**config.mk**
```make
export PLATFORM = sky130hd
export DESIGN_NAME = ctrl_decode_pipe
export DESIGN_NICKNAME = d
export VERILOG_FILES = /design/src/rtl/ctrl_pkg.sv /design/src/rtl/irq_arbiter.sv /design/src/rtl/ctrl_decode_pipe.sv
export SDC_FILE = /design/constraint.sdc
export NUM_CORES = 1
export LEC_CHECK = 0
export BUFFER_PORTS_ARGS = -buffer_cell sky130_fd_sc_hd__buf_2
export CORE_MARGIN = 4
export CORE_UTILIZATION = 35
export DETAILED_ROUTE_END_ITERATION = 8
export PLACE_DENSITY_LB_ADDON = 0.15
export SLEW_MARGIN = 20
export SYNTH_ARGS = -nofsm -noshare
export SYNTH_HDL_FRONTEND = slang
export SYNTH_SLANG_ARGS = --single-unit
```
**constraint.sdc**
```tcl
create_clock -name clk -period 1.9 [get_ports clk]
set_input_delay 0.095 -clock clk [delete_from_list [all_inputs] [get_ports clk]]
set_output_delay 0.095 -clock clk [all_outputs]
set_load 0.01 [all_outputs]
```
**src/rtl/ctrl_pkg.sv**
```systemverilog
// rtl/ctrl_pkg.sv - opcode/funct constants, control encodings and the ID/EX control bundle
package ctrl_pkg;

    localparam logic [5:0] OP_RTYPE = 6'h00;
    localparam logic [5:0] OP_BGEZ  = 6'h01;
    localparam logic [5:0] OP_J     = 6'h02;
    localparam logic [5:0] OP_JAL   = 6'h03;
    localparam logic [5:0] OP_BEQ   = 6'h04;
    localparam logic [5:0] OP_BNE   = 6'h05;
    localparam logic [5:0] OP_BLEZ  = 6'h06;
    localparam logic [5:0] OP_BGTZ  = 6'h07;
    localparam logic [5:0] OP_ADDI  = 6'h08;
    localparam logic [5:0] OP_ADDIU = 6'h09;
    localparam logic [5:0] OP_SLTI  = 6'h0A;
    localparam logic [5:0] OP_SLTIU = 6'h0B;
    localparam logic [5:0] OP_ANDI  = 6'h0C;
    localparam logic [5:0] OP_LUI   = 6'h0F;
    localparam logic [5:0] OP_LW    = 6'h23;
    localparam logic [5:0] OP_SW    = 6'h2B;

    localparam logic [5:0] FN_SLL  = 6'h00;
    localparam logic [5:0] FN_SRL  = 6'h02;
    localparam logic [5:0] FN_SRA  = 6'h03;
    localparam logic [5:0] FN_JR   = 6'h08;
    localparam logic [5:0] FN_JALR = 6'h09;
    localparam logic [5:0] FN_ADD  = 6'h20;
    localparam logic [5:0] FN_ADDU = 6'h21;
    localparam logic [5:0] FN_SUB  = 6'h22;
    localparam logic [5:0] FN_SUBU = 6'h23;
    localparam logic [5:0] FN_AND  = 6'h24;
    localparam logic [5:0] FN_OR   = 6'h25;
    localparam logic [5:0] FN_XOR  = 6'h26;
    localparam logic [5:0] FN_NOR  = 6'h27;
    localparam logic [5:0] FN_SLT  = 6'h2A;

    localparam logic [2:0] PC_SEQ  = 3'b000;
    localparam logic [2:0] PC_BR   = 3'b001;
    localparam logic [2:0] PC_JT   = 3'b010;
    localparam logic [2:0] PC_JR   = 3'b011;
    localparam logic [2:0] PC_IRQ  = 3'b100;
    localparam logic [2:0] PC_XADR = 3'b101;

    localparam logic [1:0] RD_RD = 2'b00;
    localparam logic [1:0] RD_RT = 2'b01;
    localparam logic [1:0] RD_RA = 2'b10;
    localparam logic [1:0] RD_XP = 2'b11;

    localparam logic [1:0] MR_ALU = 2'b00;
    localparam logic [1:0] MR_RAM = 2'b01;
    localparam logic [1:0] MR_PC4 = 2'b10;

    localparam logic [5:0] ALU_ADD  = 6'b000000;
    localparam logic [5:0] ALU_SUB  = 6'b000001;
    localparam logic [5:0] ALU_AND  = 6'b011000;
    localparam logic [5:0] ALU_OR   = 6'b011110;
    localparam logic [5:0] ALU_XOR  = 6'b010110;
    localparam logic [5:0] ALU_NOR  = 6'b010001;
    localparam logic [5:0] ALU_SLT  = 6'b110101;
    localparam logic [5:0] ALU_SLL  = 6'b100000;
    localparam logic [5:0] ALU_SRL  = 6'b100001;
    localparam logic [5:0] ALU_SRA  = 6'b100011;
    localparam logic [5:0] ALU_BEQ  = 6'b110011;
    localparam logic [5:0] ALU_BNE  = 6'b110001;
    localparam logic [5:0] ALU_BLEZ = 6'b111101;
    localparam logic [5:0] ALU_BGTZ = 6'b111111;
    localparam logic [5:0] ALU_BGEZ = 6'b111001;

    typedef struct packed {
        logic [2:0] pcsrc;
        logic [1:0] regdst;
        logic [1:0] memtoreg;
        logic [5:0] alufun;
        logic       regwr;
        logic       alusrc1;
        logic       alusrc2;
        logic       sign;
        logic       memwr;
        logic       memrd;
        logic       extop;
        logic       luop;
        logic       ctrl_valid;
        logic       irq_taken;
        logic       illop;
    } ctrl_t;

    // Interrupt entry and illegal-op trap share the same link-to-$xp shape.
    function automatic ctrl_t trap_bundle(input logic [2:0] pcsrc);
        ctrl_t c;
        c            = '0;
        c.pcsrc      = pcsrc;
        c.regdst     = RD_XP;
        c.regwr      = 1'b1;
        c.memtoreg   = MR_PC4;
        c.ctrl_valid = 1'b1;
        return c;
    endfunction

endpackage

```
**src/rtl/irq_arbiter.sv**
```systemverilog
// rtl/irq_arbiter.sv - sticky pending/mask registers with fixed lowest-index-first pick
module irq_arbiter #(
    parameter int NUM_IRQ = 4,
    parameter int IRQ_W   = (NUM_IRQ > 1) ? $clog2(NUM_IRQ) : 1
) (
    input  logic               clk,
    input  logic               reset,
    input  logic [NUM_IRQ-1:0] irq_i,
    input  logic               mask_we_i,
    input  logic [NUM_IRQ-1:0] mask_wdata_i,
    input  logic               en_i,
    output logic               take_o,
    output logic [IRQ_W-1:0]   id_o
);

    logic [NUM_IRQ-1:0] pend_d, pend_q;
    logic [NUM_IRQ-1:0] mask_d, mask_q;
    logic [NUM_IRQ-1:0] clr;
    logic [IRQ_W-1:0]   win;

    // Pick the lowest pending index; new requests override this cycle's clear.
    always_comb begin
        win = '0;
        for (int i = NUM_IRQ - 1; i >= 0; i--) begin
            if (pend_q[i]) begin
                win = IRQ_W'(i);
            end
        end
        take_o = en_i & (|pend_q);
        id_o   = win;
        clr    = take_o ? (NUM_IRQ'(1) << win) : '0;
        pend_d = (pend_q & ~clr) | (irq_i & mask_q);
        mask_d = mask_we_i ? mask_wdata_i : mask_q;
    end

    // Pending and mask state; mask resets to all channels enabled.
    always_ff @(posedge clk) begin
        if (reset) begin
            pend_q <= '0;
            mask_q <= '1;
        end else begin
            pend_q <= pend_d;
            mask_q <= mask_d;
        end
    end

endmodule

```
**src/rtl/ctrl_decode_pipe.sv**
```systemverilog
// rtl/ctrl_decode_pipe.sv - registered ID-stage control decoder with interrupt entry
module ctrl_decode_pipe
    import ctrl_pkg::*;
#(
    parameter int NUM_IRQ = 4,
    parameter int IRQ_W   = (NUM_IRQ > 1) ? $clog2(NUM_IRQ) : 1
) (
    input  logic               clk,
    input  logic               reset,
    input  logic [31:0]        instr_i,
    input  logic               instr_valid_i,
    input  logic               kernel_i,
    input  logic               stall_i,
    input  logic               flush_i,
    input  logic [NUM_IRQ-1:0] irq_i,
    input  logic               mask_we_i,
    input  logic [NUM_IRQ-1:0] mask_wdata_i,
    output logic [2:0]         pcsrc_o,
    output logic [1:0]         regdst_o,
    output logic [1:0]         memtoreg_o,
    output logic [5:0]         alufun_o,
    output logic               regwr_o,
    output logic               alusrc1_o,
    output logic               alusrc2_o,
    output logic               sign_o,
    output logic               memwr_o,
    output logic               memrd_o,
    output logic               extop_o,
    output logic               luop_o,
    output logic               ctrl_valid_o,
    output logic               irq_taken_o,
    output logic [IRQ_W-1:0]   irq_id_o,
    output logic               illop_o
);

    logic [5:0]       opcode;
    logic [5:0]       funct;
    logic             instr_unused;
    ctrl_t            dec;
    ctrl_t            ctrl_d, ctrl_q;
    logic [IRQ_W-1:0] irq_id_d, irq_id_q;
    logic             irq_en;
    logic             irq_take;
    logic [IRQ_W-1:0] irq_win;

    assign opcode = instr_i[31:26];
    assign funct  = instr_i[5:0];
    // Register and immediate fields are consumed downstream, not by the decoder.
    assign instr_unused = ^instr_i[25:6];

    assign irq_en = ~kernel_i & instr_valid_i & ~stall_i & ~flush_i;

    irq_arbiter #(
        .NUM_IRQ (NUM_IRQ),
        .IRQ_W   (IRQ_W)
    ) u_irq_arbiter (
        .clk          (clk),
        .reset        (reset),
        .irq_i        (irq_i),
        .mask_we_i    (mask_we_i),
        .mask_wdata_i (mask_wdata_i),
        .en_i         (irq_en),
        .take_o       (irq_take),
        .id_o         (irq_win)
    );

    // Instruction decode; every field starts at 0 and unknown encodings trap.
    always_comb begin
        dec            = '0;
        dec.ctrl_valid = 1'b1;
        case (opcode)
            OP_RTYPE: begin
                dec.regdst = RD_RD;
                dec.regwr  = 1'b1;
                case (funct)
                    FN_ADD:  begin dec.alufun = ALU_ADD; dec.sign = 1'b1; end
                    FN_ADDU: dec.alufun = ALU_ADD;
                    FN_SUB:  begin dec.alufun = ALU_SUB; dec.sign = 1'b1; end
                    FN_SUBU: dec.alufun = ALU_SUB;
                    FN_AND:  dec.alufun = ALU_AND;
                    FN_OR:   dec.alufun = ALU_OR;
                    FN_XOR:  dec.alufun = ALU_XOR;
                    FN_NOR:  dec.alufun = ALU_NOR;
                    FN_SLT:  begin dec.alufun = ALU_SLT; dec.sign = 1'b1; end
                    FN_SLL:  begin dec.alufun = ALU_SLL; dec.alusrc1 = 1'b1; end
                    FN_SRL:  begin dec.alufun = ALU_SRL; dec.alusrc1 = 1'b1; end
                    FN_SRA:  begin dec.alufun = ALU_SRA; dec.alusrc1 = 1'b1; end
                    FN_JR: begin
                        dec.pcsrc = PC_JR;
                        dec.regwr = 1'b0;
                    end
                    FN_JALR: begin
                        dec.pcsrc    = PC_JR;
                        dec.regdst   = RD_RA;
                        dec.memtoreg = MR_PC4;
                    end
                    default: begin
                        dec       = trap_bundle(PC_XADR);
                        dec.illop = 1'b1;
                    end
                endcase
            end
            OP_ADDI, OP_ADDIU, OP_ANDI, OP_SLTI, OP_SLTIU, OP_LUI, OP_LW: begin
                dec.regdst  = RD_RT;
                dec.regwr   = 1'b1;
                dec.alusrc2 = 1'b1;
                case (opcode)
                    OP_ADDI:  begin dec.sign = 1'b1; dec.extop = 1'b1; end
                    OP_ANDI:  dec.alufun = ALU_AND;
                    OP_SLTI:  begin dec.alufun = ALU_SLT; dec.sign = 1'b1; dec.extop = 1'b1; end
                    OP_SLTIU: dec.alufun = ALU_SLT;
                    OP_LUI:   dec.luop = 1'b1;
                    OP_LW: begin
                        dec.memrd    = 1'b1;
                        dec.memtoreg = MR_RAM;
                        dec.sign     = 1'b1;
                        dec.extop    = 1'b1;
                    end
                    default: dec.alufun = ALU_ADD;
                endcase
            end
            OP_SW: begin
                dec.memwr   = 1'b1;
                dec.alusrc2 = 1'b1;
                dec.sign    = 1'b1;
                dec.extop   = 1'b1;
            end
            OP_BEQ, OP_BNE, OP_BLEZ, OP_BGTZ, OP_BGEZ: begin
                dec.pcsrc = PC_BR;
                dec.sign  = 1'b1;
                dec.extop = 1'b1;
                case (opcode)
                    OP_BEQ:  dec.alufun = ALU_BEQ;
                    OP_BNE:  dec.alufun = ALU_BNE;
                    OP_BLEZ: dec.alufun = ALU_BLEZ;
                    OP_BGTZ: dec.alufun = ALU_BGTZ;
                    default: dec.alufun = ALU_BGEZ;
                endcase
            end
            OP_J: dec.pcsrc = PC_JT;
            OP_JAL: begin
                dec.pcsrc    = PC_JT;
                dec.regdst   = RD_RA;
                dec.regwr    = 1'b1;
                dec.memtoreg = MR_PC4;
            end
            default: begin
                dec       = trap_bundle(PC_XADR);
                dec.illop = 1'b1;
            end
        endcase
    end

    // Next ID/EX bundle: flush beats stall, stall holds, interrupt beats decode.
    always_comb begin
        ctrl_d   = ctrl_q;
        irq_id_d = irq_id_q;
        if (flush_i) begin
            ctrl_d   = '0;
            irq_id_d = '0;
        end else if (stall_i) begin
            ctrl_d   = ctrl_q;
            irq_id_d = irq_id_q;
        end else if (irq_take) begin
            ctrl_d           = trap_bundle(PC_IRQ);
            ctrl_d.irq_taken = 1'b1;
            irq_id_d         = irq_win;
        end else if (instr_valid_i) begin
            ctrl_d   = dec;
            irq_id_d = '0;
        end else begin
            ctrl_d   = '0;
            irq_id_d = '0;
        end
    end

    // ID/EX control register.
    always_ff @(posedge clk) begin
        if (reset) begin
            ctrl_q   <= '0;
            irq_id_q <= '0;
        end else begin
            ctrl_q   <= ctrl_d;
            irq_id_q <= irq_id_d;
        end
    end

    assign pcsrc_o      = ctrl_q.pcsrc;
    assign regdst_o     = ctrl_q.regdst;
    assign memtoreg_o   = ctrl_q.memtoreg;
    assign alufun_o     = ctrl_q.alufun;
    assign regwr_o      = ctrl_q.regwr;
    assign alusrc1_o    = ctrl_q.alusrc1;
    assign alusrc2_o    = ctrl_q.alusrc2;
    assign sign_o       = ctrl_q.sign;
    assign memwr_o      = ctrl_q.memwr;
    assign memrd_o      = ctrl_q.memrd;
    assign extop_o      = ctrl_q.extop;
    assign luop_o       = ctrl_q.luop;
    assign ctrl_valid_o = ctrl_q.ctrl_valid;
    assign irq_taken_o  = ctrl_q.irq_taken;
    assign irq_id_o     = irq_id_q;
    assign illop_o      = ctrl_q.illop;

endmodule

```
==> results of run 1 <==
-- flip-flops by register name (all words and copies together), names as in the netlist, 2 cells and up --
signal	cells
memtoreg_o	2
u_irq_arbiter.pend_q	4
u_irq_arbiter.mask_q	4
pcsrc_o	3
irq_id_o	2
alufun_o	6
-- synthesized netlist by cell type, types with 2 or more instances --
cell                       instances
sky130_fd_sc_hd__dfxtp_1          33
sky130_fd_sc_hd__a21oi_1          26
sky130_fd_sc_hd__nand2_1          24
sky130_fd_sc_hd__nor2_1           20
sky130_fd_sc_hd__o21ai_0          15
sky130_fd_sc_hd__clkbuf_1         11
sky130_fd_sc_hd__nor2b_1          10
sky130_fd_sc_hd__buf_2             6
sky130_fd_sc_hd__nand2b_1          6
sky130_fd_sc_hd__nand3_1           6
sky130_fd_sc_hd__a211o_1           5
sky130_fd_sc_hd__a22oi_1           5
sky130_fd_sc_hd__a32o_1            5
sky130_fd_sc_hd__inv_1             5
sky130_fd_sc_hd__a221oi_1          4
sky130_fd_sc_hd__nor4_1            4
sky130_fd_sc_hd__o21bai_1          4
sky130_fd_sc_hd__a21o_1            3
sky130_fd_sc_hd__and3_1            3
sky130_fd_sc_hd__nand4_1           3
sky130_fd_sc_hd__nor3_1            3
sky130_fd_sc_hd__nor3b_1           3
sky130_fd_sc_hd__o31ai_1           3
sky130_fd_sc_hd__a31oi_1           2
sky130_fd_sc_hd__and2_1            2
sky130_fd_sc_hd__buf_6             2
sky130_fd_sc_hd__o31a_1            2
sky130_fd_sc_hd__or4_1             2
sky130_fd_sc_hd__xor2_1            2
-- critical path, cell delays in order, from the launching register on --
cell	delay, ns
sky130_fd_sc_hd__dfxtp_1	0.39
sky130_fd_sc_hd__nor4_1	0.07
sky130_fd_sc_hd__or4_4	0.46
sky130_fd_sc_hd__nor2b_4	0.20
sky130_fd_sc_hd__and3_4	0.18
sky130_fd_sc_hd__a32o_1	0.20
-- metal layers --
metal | GRT usage, % | part of all wire (%) | vias to the layer above
li1 | - | - | 979
met1 | 24.1 | 50 | 876
met2 | 25.0 | 44 | 37
met3 | 4.23 | 5.0 | 7
met4 | 4.98 | 0.93 | 0
met5 | 0 | 0 | -
-- per-stage QoR --
stage / worst slack [ns] / total power, mW
floorplan: 0.460 / 0.910
global placement: 0.263 / 0.986
detailed placement: 0.254 / 0.987
CTS: 0.296 / 1.49
global route: 0.162 / 1.56
finish: 0.301 / 1.48
-- cells by family after synthesis --
| logic type | after synthesis |
|---|---|
| flip-flops | 33 |
| XOR/XNOR | 3 |
| AO/OA/AOI/OAI | 84 |
| AND/OR/NAND/NOR | 98 |
| buffers and inverters | 26 |
-- layout make-up --
type / count / area, µm²
repair buffers: 56 / 290
fillers: 580 / 2930
well taps: 70 / 87.6
clock buffers: 6 / 72.6
clock inverters: 2 / 10.0
inverters: 5 / 18.8
multi-input cells: 185 / 1140
flip-flops and latches: 33 / 661
-- power breakdown --
part | switching [mW] | total, mW | internal [mW] | leakage [nW]
combinational | 0.152 | 0.249 | 0.0972 | 0.644
clock | 0.248 | 0.502 | 0.253 | 0.0450
sequential | 0.0128 | 0.724 | 0.711 | 0.269
total | 0.413 | 1.48 | 1.06 | 0.958
-- how the worst min path moves through the flow --
stage / to / slack, ns / cells past startpoint
2_1_floorplan: u_irq_arbiter.mask_q[0] / 0.21 / 1
3_3_place_gp: u_irq_arbiter.mask_q[0] / 0.30 / 2
3_5_place_dp: u_irq_arbiter.mask_q[2] / 0.31 / 2
4_1_cts: u_irq_arbiter.mask_q[0] / 0.006 / 2
5_1_grt: u_irq_arbiter.mask_q[0] / 0.0009 / 2
6_report: u_irq_arbiter.mask_q[3] / 0.02 / 2
==> results.tsv, run 1 <==
metric	value	unit
ir_worst_vdd	0.000392	V
cts-resized-gates	0	
critical_path.reg2reg.startpoint	u_irq_arbiter.pend_q[2]	
synth_cells	244	
clk-insertion-delay-late	0.28	ns
finalHoldViolations	0	
postSynth.asyncResetShare	0	%
clk_path_buf_depth	2	
dpl_wire_length	3870	µm
synth-edff-count	0	
layout.cells.non_filler	357	
yosys_warnings	0	
max_cap_violations	0	
effective_utilization_at_floorplan	37.0	%
mostFrequentLayoutCells	52 x sky130_fd_sc_hd__buf_2, 33 x sky130_fd_sc_hd__dfxtp_1, 26 x sky130_fd_sc_hd__a21oi_1, 24 x sky130_fd_sc_hd__nand2_1, 20 x sky130_fd_sc_hd__nor2_1	
max_clock_freq	0.625	GHz
finalWirelength	5290	µm
fp-row-count	26	
critical_path.startpoint_type	register	
hold_buffers	0	
critPathRequiredTime	2.08	ns
slew-limit-headroom	64.9	%
number_of_nets_in_the_final_layout	333	
fin_crit_sh	84.1	%
h_tree_levels	2	
clk_pin_slew_worst_paths	0.07	ns
synth.lib_cells_used.distinct	54	
areaGrowthSynthToFinish	18.5	%
globalRouteOverflowTotal	0	
endpoint	alufun_o[1]	
finalCriticalPeriod	1.60	ns
layout_commonest_cell	sky130_fd_sc_hd__buf_2	
run_status	complete, no violations	
p_leak	0.958	nW
vias	1899	
totalNegativeSetupSlack	0	ns
dp_cells	349	
numClockSinks	33	
die-area	0.00675	mm²
finalCoreUtilization	43.8	%
power-per-cell-area	647	mW/mm²
crit_path_start	u_irq_arbiter.pend_q[2]	
timing.critical_path.arrival	1.78	ns
min_path_type	in2reg	
synth_simple_gate_area_share	28.6	%
cts_root_buf	sky130_fd_sc_hd__clkbuf_8	
crit_reg_reg_endpoint	alufun_o[1]	
grt_first_pass_wirelength	8830	µm
synth-main-ff-cell	sky130_fd_sc_hd__dfxtp_1	
stdcell_area	0.00228	mm²
cts_tree	built	
syn-mean-instance-area	7.89	µm²
layout_cell_share_with_drive_strength_beyond_1	25.4	%
drt_drc_violations_left	0	
grt_start_max_net_pins	29	
synth_top_family_by_area	compound AO/OA/AOI/OAI gates	
drt_iter0_markers	171	
post_synthesis_net_count	291	
area_post_placement	0.00220	mm²
antenna_cells_inserted	0	
number_of_global_route_vias_before_repair	1766	
post-cts-setup-buffers	0	
hold_path.startpoint	mask_wdata_i[3]	
detail_route.vias_per_cell	5.32	
synth.mux.area_fraction	0	%
ys_seq_area_share	34.3	%
rsz_0062_raised_after_global_routing	no	
criticalPathCategory	reg2reg	
worst_pin_slew	0.514	ns
io_buffers	52	
ff2ff_path_depth	5	
crit_path_max_fanout	12	
post_synth_xor_area_fraction	1.37	%
io_pins	73	
die_height	82.2	µm
syn_area	0.00192	mm²
ant_nets	0	
synth_top_area_share	34.3	%
finalSetupViolations	0	
number_of_antenna_violations_at_the_first_check_in_global_routing	0	
grt_util_all_layers	16.9	%
ys_ff_latch	33	
skew	0.00588	ns
top_area_cells_in_the_synthesized_netlist	sky130_fd_sc_hd__dfxtp_1 34%, sky130_fd_sc_hd__a21oi_1 6.8%, sky130_fd_sc_hd__nand2_1 4.7%	
synth_largest_area_cell	sky130_fd_sc_hd__dfxtp_1	
slew_viol_final	0	
floorplan.core_area	0.00520	mm²
post_drt_wl_per_cell	14.8	µm
routabilityCongestion	0.863	
cts_buffers	5	
setup.reg_to_reg.worst_slack	0.30	ns
first_pass_iters	4	
worst_hold_slack_across_all_endpoints	0.0179	ns
synth_compound_area_share	29.3	%
die_w	82.2	µm
element_type_at_the_critical_path_end	register	
yosys.area_share.adder	0	%
Note: power is estimated with default switching activity, not from simulation.
==> run 2, diff against run 1 <==
clock period = 1.5 ns   (was 1.9 ns; I/O delays follow)
==> results.tsv, run 2 (synthesis gave the netlist of run 1 again) <==
metric	value	unit
dpl_wire_length	4250	µm
max_clock_freq	0.680	GHz
finalHoldViolations	0	
rsz_0062_raised_after_global_routing	yes	
numClockSinks	33	
fp-row-count	26	
globalRouteOverflowTotal	0	
routabilityCongestion	0.895	
mostFrequentLayoutCells	52 x sky130_fd_sc_hd__buf_2, 38 x sky130_fd_sc_hd__buf_4, 29 x sky130_fd_sc_hd__dfxtp_1, 24 x sky130_fd_sc_hd__a21oi_1, 23 x sky130_fd_sc_hd__nand2_1	
critPathRequiredTime	1.67	ns
min_path_type	in2reg	
run_status	complete, no violations	
drt_iter0_markers	122	
finalSetupViolations	0	
layout_cell_share_with_drive_strength_beyond_1	37.0	%
io_buffers	52	
grt_start_max_net_pins	29	
fin_crit_sh	98.1	%
clk-insertion-delay-late	0.28	ns
effective_utilization_at_floorplan	37.0	%
clk_pin_slew_worst_paths	0.07	ns
criticalPathCategory	reg2reg	
p_leak	1.17	nW
grt_first_pass_wirelength	9330	µm
areaGrowthSynthToFinish	39.0	%
cts_tree	built	
crit_path_max_fanout	5	
detail_route.vias_per_cell	5.21	
num-fill-cells	522	
worst_pin_slew	0.474	ns
area_post_placement	0.00247	mm²
h_tree_levels	2	
stdcell_area	0.00268	mm²
skew	0.00912	ns
max_cap_violations	0	
cts_root_buf	sky130_fd_sc_hd__clkbuf_8	
ir_worst_vdd	0.000667	V
io_pins	73	
die-area	0.00675	mm²
ant_nets	0	
post_drt_wl_per_cell	14.2	µm
grt_util_all_layers	17.7	%
layout.cells.non_filler	397	
number_of_nets_in_the_final_layout	373	
clk_path_buf_depth	2	
setup.reg_to_reg.worst_slack	0.03	ns
floorplan.core_area	0.00520	mm²
power-per-cell-area	816	mW/mm²
layout_commonest_cell	sky130_fd_sc_hd__buf_2	
slew_viol_final	0	
dp_cells	384	
path_delay_family	simple AND/OR/NAND/NOR gates	
cp_num_buf_inv	0	
die_height	82.2	µm
timing.critical_path.arrival	1.64	ns
element_type_at_the_critical_path_end	register	
finalWirelength	5620	µm
cts_buffers	5	
drt_drc_violations_left	0	
first_pass_iters	4	
die_w	82.2	µm
critical_path.startpoint_type	register	
cpMaxStageDelayCell	sky130_fd_sc_hd__or4_4	
path_cells	nor4_2 -> or4_4 -> nor2b_4 -> and3_4 -> a32o_1	
number_of_antenna_violations_at_the_first_check_in_global_routing	0	
cpPeakStageDelay	0.42	ns
finalCriticalPeriod	1.47	ns
number_of_global_route_vias_before_repair	1950	
largest_register_ff_count	6	
slew-limit-headroom	67.6	%
vias	2068	
antenna_cells_inserted	0	
## run 2: cell count changes in the layout (fill, tap and decap cells not counted), moves of 2 or more
cell                            delta
sky130_fd_sc_hd__buf_4            +34
sky130_fd_sc_hd__dlygate4sd3_1     +3
sky130_fd_sc_hd__dfxtp_1           -4
sky130_fd_sc_hd__a21oi_1           -2
sky130_fd_sc_hd__clkinv_2          -2
sky130_fd_sc_hd__a21oi_2           +2
sky130_fd_sc_hd__dfxtp_2           +4
sky130_fd_sc_hd__buf_6             +2
## run 2: final cells by class
cell class              count  area (µm²)  area share, %
clock buffers               7        86.3           3.23
multi-input cells         185        1170           43.7
well taps                  70        87.6           3.27
flip-flops and latches     33         666           24.9
inverters                   5        18.8          0.702
clock inverters             1        30.0           1.12
repair buffers             96         618           23.1
## run 2: final timing paths
check	start	end	cells past startpoint
setup reg to reg	u_irq_arbiter.pend_q[0]	alufun_o[5]	5
hold reg to reg	u_irq_arbiter.mask_q[3]	u_irq_arbiter.pend_q[3]	2
setup / recovery	u_irq_arbiter.pend_q[0]	alufun_o[5]	5
hold / removal	mask_wdata_i[3]	u_irq_arbiter.mask_q[3]	2
## run 2: routing by layer
metal	wire length, µm	vias up	share of wire, %	track usage (%)
li1	-	1062	-	-
met1	2750	956	49	25.6
met2	2490	42	44	26.4
met3	305	8	5.4	3.15
met4	70	0	1.2	5.98
met5	0	-	0	0
## run 2: stage by stage
step | power [mW] | utilization, % | TNS [ns] | hold slack, ns | setup WS, ns
2_1_floorplan | 1.15 | - | 0 | 0.193 | 0.0600
3_3_place_gp | 1.32 | 47.5 | -0.194 | 0.279 | -0.0625
3_5_place_dp | 1.32 | 47.5 | -0.102 | 0.285 | -0.0263
4_1_cts | 2.19 | 50.7 | 0 | 0.000871 | 0.00817
5_1_grt | 2.29 | 51.4 | -0.292 | 0.0146 | -0.0700
6_report | 2.18 | 51.4 | 0 | 0.00852 | 0.0292
## run 2: worst reg2reg max path, delay by kind of cell (launching register included)
family           cells  cell delay [ns]
AO/OA/AOI/OAI        1             0.20
AND/OR/NAND/NOR      4             0.80
flip-flops           1             0.36
## run 2: what timing repair did
action / CTS / global route
setup buffers: 2 / 0
gates resized for setup: 3 / 11
setup endpoints to repair: 7 / 16
pin swaps: 2 / 6
endpoints found under the hold margin: 3 / 0
hold buffers: 3 / 0
## run 2: power breakdown
| part | internal [mW] | switching [mW] |
|---|---|---|
| sequential | 0.902 | 0.0152 |
| combinational | 0.193 | 0.215 |
| clock | 0.542 | 0.316 |
